**config.mk**
```make
export PLATFORM = sky130hd
export DESIGN_NAME = bcd_serial_add_ctrl
export DESIGN_NICKNAME = d
export VERILOG_FILES = /design/src/rtl/lab3_pkg.sv /design/src/rtl/bcd_digit_add.sv /design/src/rtl/bcd_serial_add_ctrl.sv
export SDC_FILE = /design/constraint.sdc
export NUM_CORES = 1
export LEC_CHECK = 0
export CAP_MARGIN = 30
export CORE_AREA = 2 2 81 83
export DETAILED_ROUTE_END_ITERATION = 6
export DIE_AREA = 0 0 83 85
export DONT_BUFFER_PORTS = 1
export SYNTH_ARGS = -nofsm -noshare
export SYNTH_HDL_FRONTEND = slang
export SYNTH_SLANG_ARGS = --single-unit
```
**constraint.sdc**
```tcl
create_clock -name CLOCK_50 -period 3.37 [get_ports CLOCK_50]
set_input_delay 0.5055 -clock CLOCK_50 [delete_from_list [all_inputs] [get_ports CLOCK_50]]
set_output_delay 0.5055 -clock CLOCK_50 [all_outputs]
set_load 0.1 [all_outputs]
```
**src/rtl/lab3_pkg.sv**
```systemverilog
// rtl/lab3_pkg.sv - shared constants and FSM encoding for the lab3 BCD blocks
package lab3_pkg;

   localparam int DIGIT_W  = 4;
   localparam int BCD_MAX  = 9;
   localparam int BCD_CORR = 6;

   localparam logic [1:0] S_IDLE = 2'd0;
   localparam logic [1:0] S_ADD  = 2'd1;
   localparam logic [1:0] S_DONE = 2'd2;

   typedef enum logic [1:0] {
      ST_IDLE = S_IDLE,
      ST_ADD  = S_ADD,
      ST_DONE = S_DONE
   } state_t;

endpackage

```
**src/rtl/bcd_digit_add.sv**
```systemverilog
// rtl/bcd_digit_add.sv - combinational single-digit BCD adder with +6 correction
// Non-BCD inputs go through the same rule; no saturation.
module bcd_digit_add
   import lab3_pkg::*;
(
   input  logic [DIGIT_W-1:0] da,
   input  logic [DIGIT_W-1:0] db,
   input  logic               ci,
   output logic [DIGIT_W-1:0] d,
   output logic               co
);

   localparam int SW = DIGIT_W + 1;

   logic [SW-1:0] s;
   logic [SW-1:0] s_corr;

   always_comb begin
      s      = {1'b0, da} + {1'b0, db} + {{DIGIT_W{1'b0}}, ci};
      s_corr = s + SW'(BCD_CORR);
      d      = s[DIGIT_W-1:0];
      co     = 1'b0;
      if (s > SW'(BCD_MAX)) begin
         d  = s_corr[DIGIT_W-1:0];
         co = 1'b1;
      end
   end

endmodule

```
**src/rtl/bcd_serial_add_ctrl.sv**
```systemverilog
// rtl/bcd_serial_add_ctrl.sv - digit-serial NDIG-digit BCD adder sequencer
// One digit per clock, LSD first; carry rippled through a register; registered busy/done.
module bcd_serial_add_ctrl
   import lab3_pkg::*;
#(
   parameter int NDIG = 3
) (
   input  logic                    CLOCK_50,
   input  logic                    Resetn,
   input  logic                    start,
   input  logic [DIGIT_W*NDIG-1:0] a,
   input  logic [DIGIT_W*NDIG-1:0] b,
   input  logic                    cin,
   output logic                    busy,
   output logic                    done,
   output logic [DIGIT_W*NDIG-1:0] sum,
   output logic                    cout,
   output logic                    err
);

   localparam int W     = DIGIT_W * NDIG;
   localparam int CNT_W = $clog2(NDIG) + 1;

   state_t             state, state_nxt;
   logic [W-1:0]       op_a, op_b, res, res_nxt;
   logic [CNT_W-1:0]   cnt;
   logic               carry, err_acc;
   logic               accept, last, dig_err;
   logic [DIGIT_W-1:0] dig;
   logic               dig_co;

   bcd_digit_add u_digit (
      .da (op_a[DIGIT_W-1:0]),
      .db (op_b[DIGIT_W-1:0]),
      .ci (carry),
      .d  (dig),
      .co (dig_co)
   );

   assign last    = (cnt == CNT_W'(NDIG - 1));
   assign dig_err = (op_a[DIGIT_W-1:0] > DIGIT_W'(BCD_MAX)) |
                    (op_b[DIGIT_W-1:0] > DIGIT_W'(BCD_MAX));

   // Result digits enter from the top so digit 0 lands at [3:0] after NDIG shifts.
   generate
      if (NDIG == 1) begin : g_one
         assign res_nxt = dig;
      end else begin : g_multi
         assign res_nxt = {dig, res[W-1:DIGIT_W]};
      end
   endgenerate

   always_ff @(posedge CLOCK_50 or negedge Resetn) begin
      if (!Resetn) state <= ST_IDLE;
      else         state <= state_nxt;
   end

   always_comb begin
      state_nxt = state;
      accept    = 1'b0;
      case (state)
         ST_IDLE: begin
            accept = start;
            if (start) state_nxt = ST_ADD;
         end
         ST_ADD: begin
            if (last) state_nxt = ST_DONE;
         end
         ST_DONE: begin
            accept    = start;
            state_nxt = start ? ST_ADD : ST_IDLE;
         end
         default: state_nxt = ST_IDLE;
      endcase
   end

   always_ff @(posedge CLOCK_50 or negedge Resetn) begin
      if (!Resetn) begin
         op_a    <= '0;
         op_b    <= '0;
         res     <= '0;
         cnt     <= '0;
         carry   <= 1'b0;
         err_acc <= 1'b0;
         busy    <= 1'b0;
         done    <= 1'b0;
         sum     <= '0;
         cout    <= 1'b0;
         err     <= 1'b0;
      end else begin
         busy <= (state == ST_ADD);
         done <= (state == ST_DONE);
         if (accept) begin
            op_a    <= a;
            op_b    <= b;
            carry   <= cin;
            cnt     <= '0;
            err_acc <= 1'b0;
         end else if (state == ST_ADD) begin
            op_a    <= op_a >> DIGIT_W;
            op_b    <= op_b >> DIGIT_W;
            res     <= res_nxt;
            carry   <= dig_co;
            err_acc <= err_acc | dig_err;
            cnt     <= cnt + 1'b1;
            // Publish using this cycle's digit, carry and error so the last digit counts.
            if (last) begin
               sum  <= res_nxt;
               cout <= dig_co;
               err  <= err_acc | dig_err;
            end
         end
      end
   end

endmodule
```
==> results list, run 1 <==
- Dominant cell type by area after synthesis: sky130_fd_sc_hd__dfrtp_1
* Post-CTS Resized: 0
- Sequential cell area fraction in the yosys report: 0.568
- Number of fillers in the final layout: about 630
- The critical path goes through fa_1 -> fa_1 -> inv_1 -> ha_1 -> a21o_1 -> o21a_1 -> o221a_2.
- In this run the number of H-tree levels came out at 2.
- CP Buf/Inv Count: 1
* I/O Buffers: 0
- In this run the cell area of the synthesized design comes to approximately 2400 um^2.
- The number of placed instances, taps included, is 317.
* Clock tree from TritonCTS: done
- Detailed Place HPWL: ~3100 um
* Fraction of final layout cells with drive strength greater than 1: 0.0643
* Number of clock sinks: 55
- The number of pins exceeding their max-slew limit in the final report is 0.
* Initial antenna violation count: 0
* Chip Height: approximately 85 um
- Total CTS buffers: 5
- The number of nets in the synthesized netlist is about 290.
- Max-cap violations in this run came to 0.
- Critical path depth: 7
- DRC viols: 0
* DIE AREA: about 7100 um^2
- Per-cell via count in the routed design: between 5 and 6
- Finished Core Util: 0.422
* Yosys Warn Count: 0
* Final Wtd Congestion: ~0.77
- Cell count after synthesis: 250
- Crit path time final: 2.57 ns
- In this run the clock root is driven by a sky130_fd_sc_hd__clkbuf_8.
* Standard-cell rows: 29
- Final antenna-violating net count: 0
* Flip-flop and latch count after synthesis: 55
- Entering global routing, the biggest net connects 56 pins.
* Clock input transition at the sequential cells of the worst setup and hold paths: approximately 0.10 ns
- At the worst endpoint, the required time is 3.57 ns.
- Setup repair after global routing missed its margin: false
- Maximum clock path buffer count: 2
* DR vias: 1685
- The first TritonRoute pass finished after 4 iterations.
* Standard cell with the maximum stage delay on the critical path: sky130_fd_sc_hd__fa_1
* Worst-margin pin slew: about 0.93 ns
* Final Routed Wirelength: a little under 5000 um
- The flow ran to the end, and the final reports show no timing, DRC or antenna violations.
* Critical path type: reg -> reg
* Final-stage net count: 284
- Largest stage delay on the critical path: 0.61 ns
- Setup fix buffers added after clock tree synthesis: 0
- Of the available clock period, the critical path in the final layout requires 0.763.
* Final Hold Vio Count: 0
- Gate family responsible for the most delay along the worst path: adder cells
- Measured against its own limit, the worst slew margin works out to 0.377.
* Distinct cell type count of the synthesized netlist: 31
- Setup violations remaining at the end of the flow were counted as 0.
* Count of placed standard cells in the final layout, fillers left out: between 300 and 400
* Placeable core region: just over 6000 um^2
* Overall die width: 83 um
- DR WL/cell: 14.7 um
- Total gr overflow: 0
- The via count of the first global-routing pass was 1705.
* Initial core utilization: 0.391
- Post-Syn Area per Cell: 9.69 um^2
- On the final layout, the worst clock skew is a little under 0.009 ns.
- In this run the count of I/O pins placed on the die edge is 44.
* Maximum achievable frequency: between 300 and 400 MHz
* Growth of design area from synthesis to finish: 8.05%
* Area fraction of the dominant cell type after synthesis: 0.568
* Count of antenna diodes in the layout: 0
- The tightest min-delay check is of the in -> async type.
* Most frequent CP cell: sky130_fd_sc_hd__fa_1
- Maximum fanout along the worst path: 7
- After clock tree synthesis, the flow added hold-fix buffers numbering 1.
* Cells taking the most area after synthesis: sky130_fd_sc_hd__dfrtp_1, sky130_fd_sc_hd__nand2_1, sky130_fd_sc_hd__ha_1, sky130_fd_sc_hd__a22o_1, sky130_fd_sc_hd__o21ai_0
- Overall global routing resource usage: 0.144
* Startpoint Class: flop
* Cells on worst reg2reg path: 7
- Worst Setup End Kind: flop
- Wire length of the first global-routing pass: slightly above 8000 um
- Clock latency on the worst-skew pair: 0.30 ns
- In this run, the number of DRC markers left after iteration 0 of detailed routing was 52.
- Summed over all failing endpoints, the final setup total negative slack is 0 ns.
- STA puts the critical path data arrival time at between 2 and 3 ns.
==> state kept, by name, indices dropped and copies added (netlist names) <==
name,count
busy,1
carry,1
cnt,3
cout,1
done,1
err,1
err_acc,1
op_a,12
op_b,12
res,8
state,2
sum,12
==> routing by layer <==
layer  track usage  share of wire  vias up
met3        0.0535          0.056        4
met5             0              0        -
li1              -              -      841
met2         0.236           0.47       41
met1         0.184           0.47      799
met4        0.0328         0.0087        0
==> cells in the mapped netlist <==
master	count
sky130_fd_sc_hd__o22ai_1	2
sky130_fd_sc_hd__dfrtp_1	55
sky130_fd_sc_hd__a22oi_1	7
sky130_fd_sc_hd__a21o_1	4
sky130_fd_sc_hd__or4_1	2
sky130_fd_sc_hd__clkbuf_1	5
sky130_fd_sc_hd__inv_2	1
sky130_fd_sc_hd__o2111ai_1	2
sky130_fd_sc_hd__o21ai_0	12
sky130_fd_sc_hd__nand2b_1	2
sky130_fd_sc_hd__and3_1	4
sky130_fd_sc_hd__xor2_2	1
sky130_fd_sc_hd__fa_1	2
sky130_fd_sc_hd__a31oi_1	7
sky130_fd_sc_hd__inv_1	4
sky130_fd_sc_hd__mux2i_1	1
sky130_fd_sc_hd__xor2_1	1
sky130_fd_sc_hd__xnor2_1	1
sky130_fd_sc_hd__ha_1	6
sky130_fd_sc_hd__a221oi_1	2
sky130_fd_sc_hd__o21a_1	1
sky130_fd_sc_hd__nor3_1	4
sky130_fd_sc_hd__a21oi_1	4
sky130_fd_sc_hd__nor2b_1	3
sky130_fd_sc_hd__nand3_1	2
sky130_fd_sc_hd__buf_1	4
sky130_fd_sc_hd__nand2_1	84
sky130_fd_sc_hd__nor2_1	13
sky130_fd_sc_hd__o221a_2	2
sky130_fd_sc_hd__buf_2	5
sky130_fd_sc_hd__a22o_1	7
==> cells in the final DEF (no fill, tap or decap), types with 6 or more instances in the layout <==
cell type and n:
sky130_fd_sc_hd__a22o_1 7, sky130_fd_sc_hd__a22oi_1 7, sky130_fd_sc_hd__a31oi_1 7, sky130_fd_sc_hd__clkbuf_8 7
sky130_fd_sc_hd__dfrtp_1 55, sky130_fd_sc_hd__ha_1 6, sky130_fd_sc_hd__nand2_1 84, sky130_fd_sc_hd__nor2_1 13
sky130_fd_sc_hd__o21ai_0 12
==> cell type report <==
class                           instances  area (um^2)  area share
Timing Repair Buffer                    5         57.6      0.0220
Clock buffer                            8          100      0.0382
Inverter                                5         18.8     0.00717
Sequential cell                        55         1380       0.526
Multi-Input combinational cell        176          970       0.370
Tap cell                               77         96.3      0.0368
==> path summary, 6_finish.rpt <==
check / start / end / slack [ns]
max: op_a[0]$_DFFE_PN0P_ / res[10]$_DFFE_PN0P_ / 0.80
min: Resetn / sum[4]$_DFFE_PN0P_ / 0.05
max reg2reg: op_a[0]$_DFFE_PN0P_ / res[10]$_DFFE_PN0P_ / 0.80
min reg2reg: res[7]$_DFFE_PN0P_ / sum[3]$_DFFE_PN0P_ / 0.47
max in group asynchronous: Resetn / cnt[0]$_DFFE_PN0P_ / 3.09
min in group CLOCK_50: a[2] / op_a[2]$_DFFE_PN0P_ / 0.33
==> metrics by stage <==
stage          setup WS, ns  hold slack [ns]  area, um^2
5_1_grt               0.651           0.0540        2620
4_1_cts               0.788           0.0599        2620
6_report              0.798           0.0502        2620
2_1_floorplan         0.955            0.210        2420
3_5_place_dp          0.795            0.212        2490
3_3_place_gp          0.854            0.212        2490
==> worst register-to-register path, cell delays in order (launching register included) <==
cell and delay, ns:
sky130_fd_sc_hd__dfrtp_1 0.41, sky130_fd_sc_hd__fa_1 0.45, sky130_fd_sc_hd__fa_1 0.61, sky130_fd_sc_hd__inv_1 0.08, sky130_fd_sc_hd__ha_1 0.21, sky130_fd_sc_hd__a21o_1 0.23, sky130_fd_sc_hd__o21a_1 0.23, sky130_fd_sc_hd__o221a_2 0.26
==> logic make-up after synthesis <==
group,synth area share
AND/OR/NAND/NOR,0.192
flip-flops,0.568
AO/OA/AOI/OAI,0.142
buffers and inverters,0.0320
adder cells (fa/ha/maj),0.0475
XOR/XNOR,0.0139
multiplexers,0.00413
Power of run 1 is not shown: default switching activity piles up to over one toggle a cycle in this logic, so the estimate is an artifact.
==> run 2, diff against run 1 <==
==> constraint.sdc (replaced) <==
create_clock -name CLOCK_50 -period 2.23 [get_ports CLOCK_50]
set_input_delay 0.3345 -clock CLOCK_50 [delete_from_list [all_inputs] [get_ports CLOCK_50]]
set_output_delay 0.3345 -clock CLOCK_50 [all_outputs]
set_load 0.1 [all_outputs]
==> results list, run 2 (synthesis results as in run 1) <==
- Outcome: finished with violations
- Violations in the final reports: negative setup slack
- The count of pins on the block boundary came to 44 (unchanged).
- Required arrival time at the worst endpoint: 2.47 ns (-1.10 ns)
- The most numerous cell type found on the critical path is sky130_fd_sc_hd__fa_2.
- Total gr overflow: 0 (unchanged)
* Overall global routing resource usage: 0.143 (-0.00116)
* Gate family responsible for the most delay along the worst path: adder cells
* Final worst clock skew: 0.00575 ns (-0.00305 ns)
* Largest stage delay on the critical path: 0.55 ns (-0.06 ns)
- The max-cap check violation count was 0 (unchanged).
* Chip Height: 85 um (unchanged)
- The tightest min-delay check is of the in -> reg type.
* DRC viols: 0 (unchanged)
* Startpoint Class: flop
- STA classifies the critical path endpoint as a flop.
- The part of the cycle the worst path needs was 1.05 (+0.288).
- Maximum fanout along the worst path: 7 (unchanged)
- The number of cell rows is 29 (unchanged).
* Standard cell with the maximum stage delay on the critical path: sky130_fd_sc_hd__fa_2
* DR vias: 1795 (+6.5%)
* Wire length of the first global-routing pass: 8120 um (-0.42%)
- The number of setup violations in the final report was 4 (+4).
* Initial antenna violation count: 0 (unchanged)
- Largest net degree at the start of global routing: 56 (unchanged)
* Final-report max-slew violation count: 0 (unchanged)
- The number of buffers inserted during clock tree synthesis was 5 (unchanged).
- The library cell used most frequently in the layout, excluding fill and tap cells, is sky130_fd_sc_hd__nand2_1.
* Clock input transition at the sequential cells of the worst setup and hold paths: 0.09 ns (about the same)
* Final Routed Wirelength: 4910 um (+2.2%)
* Crit path time final: 2.34 ns (-0.229 ns)
- The post-route antenna net violation count came to 0 (unchanged).
- Worst slew margin relative to its limit: 0.381 (+0.00360)
* Critical path type: reg -> reg
- Clock latency on the worst-skew pair: 0.30 ns (about the same)
- Number of clock sinks: 55 (unchanged)
* Maximum level of the CTS H-tree: 2 (unchanged)
* Final-stage net count: 308 (+8.5%)
* Top library cells by usage in the layout, fill and taps aside: sky130_fd_sc_hd__nand2_1, sky130_fd_sc_hd__dfrtp_1, sky130_fd_sc_hd__buf_4
* Placeable core region: 6200 um^2 (unchanged)
- The average detailed-routed wire length per instance is 14.1 um (-4.2%).
- The final standard cell utilization of the core came to 0.460 (+0.0381).
* CP cell instances: fa_2 -> fa_2 -> inv_2 -> ha_4 -> a21o_4 -> or4_1 -> nand3_1
- Number of fillers in the final layout: 606 (-3.2%)
- Worst-margin pin slew: 0.929 ns (-0.00541 ns)
- Fraction of final layout cells with drive strength greater than 1: 0.173 (+0.109)
* Growth of design area from synthesis to finish: 17.8%
- Initial core utilization: 0.391 (unchanged)
* DIE AREA: 7060 um^2 (unchanged)
- I/O Buffers: 0 (unchanged)
- The detailed-placement wirelength estimate came to 3180 um (+1.9%).
- The highest achievable clock rate was 427 MHz (+9.8%).
- The count of final hold-check violations came to 0 (unchanged).
- The via count of the first global-routing pass came to 1698 (-0.41%).
* Library cell used as clock root buffer: sky130_fd_sc_hd__clkbuf_8
* Arrival time of data at the critical path endpoint: 2.58 ns (-0.19 ns)
- Per-cell via count in the routed design: 5.16 (-0.21%)
* Post-route setup slack: -0.113 ns (-0.911 ns)
- The initial DRC count came to 59 (+13%).
- The buffer depth of the longest clock path is 2 (unchanged).
- Clock tree from TritonCTS: done
- The detailed-routing iteration count for the pre-antenna-repair pass was 4 (unchanged).
* Setup repair after global routing missed its margin: true
* CP Buf/Inv Count: 1 (unchanged)
* Final Wtd Congestion: 0.748 (-3.4%)
* Count of antenna diodes in the layout: 0 (unchanged)
- In the final layout, the registers with the most flip-flops are op_a (12), op_b (12), sum (12).
- The die width came to 83 um (unchanged).
[run 2: stage by stage]
| step | std cells | hold WS [ns] | TNS, ns | area [um^2] | worst slack, ns |
|---|---|---|---|---|---|
| 2_1_floorplan | 250 | 0.0389 | -0.580 | 2430 | -0.141 |
| 3_3_place_gp | 338 | 0.0406 | -0.776 | 2650 | -0.162 |
| 3_5_place_dp | 339 | 0.0403 | -1.11 | 2660 | -0.196 |
| 4_1_cts | 347 | 0.156 | -0.576 | 2820 | -0.135 |
| 5_1_grt | 348 | 0.155 | -0.824 | 2860 | -0.170 |
| 6_report | 348 | 0.165 | -0.414 | 2860 | -0.113 |
[run 2: worst paths after layout]
| path | from | endpoint | slack, ns | cells after the start |
|---|---|---|---|---|
| min in group asynchronous | Resetn | sum[4]$_DFFE_PN0P_ | 0.57 | 2 |
| worst min-delay path | a[3] | op_a[3]$_DFFE_PN0P_ | 0.16 | 2 |
| worst max-delay path | carry$_DFFE_PN0P_ | sum[9]$_DFFE_PN0P_ | -0.11 | 7 |
| worst max register to register | carry$_DFFE_PN0P_ | sum[9]$_DFFE_PN0P_ | -0.11 | 7 |
| worst min register to register | res[7]$_DFFE_PN0P_ | sum[3]$_DFFE_PN0P_ | 0.47 | 2 |
| max in group asynchronous | Resetn | op_b[3]$_DFFE_PN0P_ | 1.44 | 2 |
[run 2: cell type report]
type / instances / area (um^2) / share of cell area
multi-input cells: 176 / 1050 / 0.368
repair buffers: 29 / 240 / 0.0841
flip-flops and latches: 55 / 1380 / 0.482
well taps: 77 / 96.3 / 0.0337
clock buffers: 6 / 72.6 / 0.0254
inverters: 5 / 18.8 / 0.00657
[run 2: what timing repair did]
item | 4_1_cts | 5_1_grt
hold buffers | 2 | 0
pin swaps | 3 | 2
hold endpoints to repair | 55 | 0
gates resized for setup | 10 | 5
setup buffers | 0 | 1
endpoints found under the setup margin | 8 | 8
[run 2: routing by layer]
| metal | global-route usage | share of wire |
|---|---|---|
| met1 | 0.199 | 0.49 |
| met2 | 0.217 | 0.45 |
| met3 | 0.0457 | 0.057 |
| met4 | 0.0402 | 0.0092 |
| met5 | 0 | 0 |
Power of run 2 is left out for the same reason.
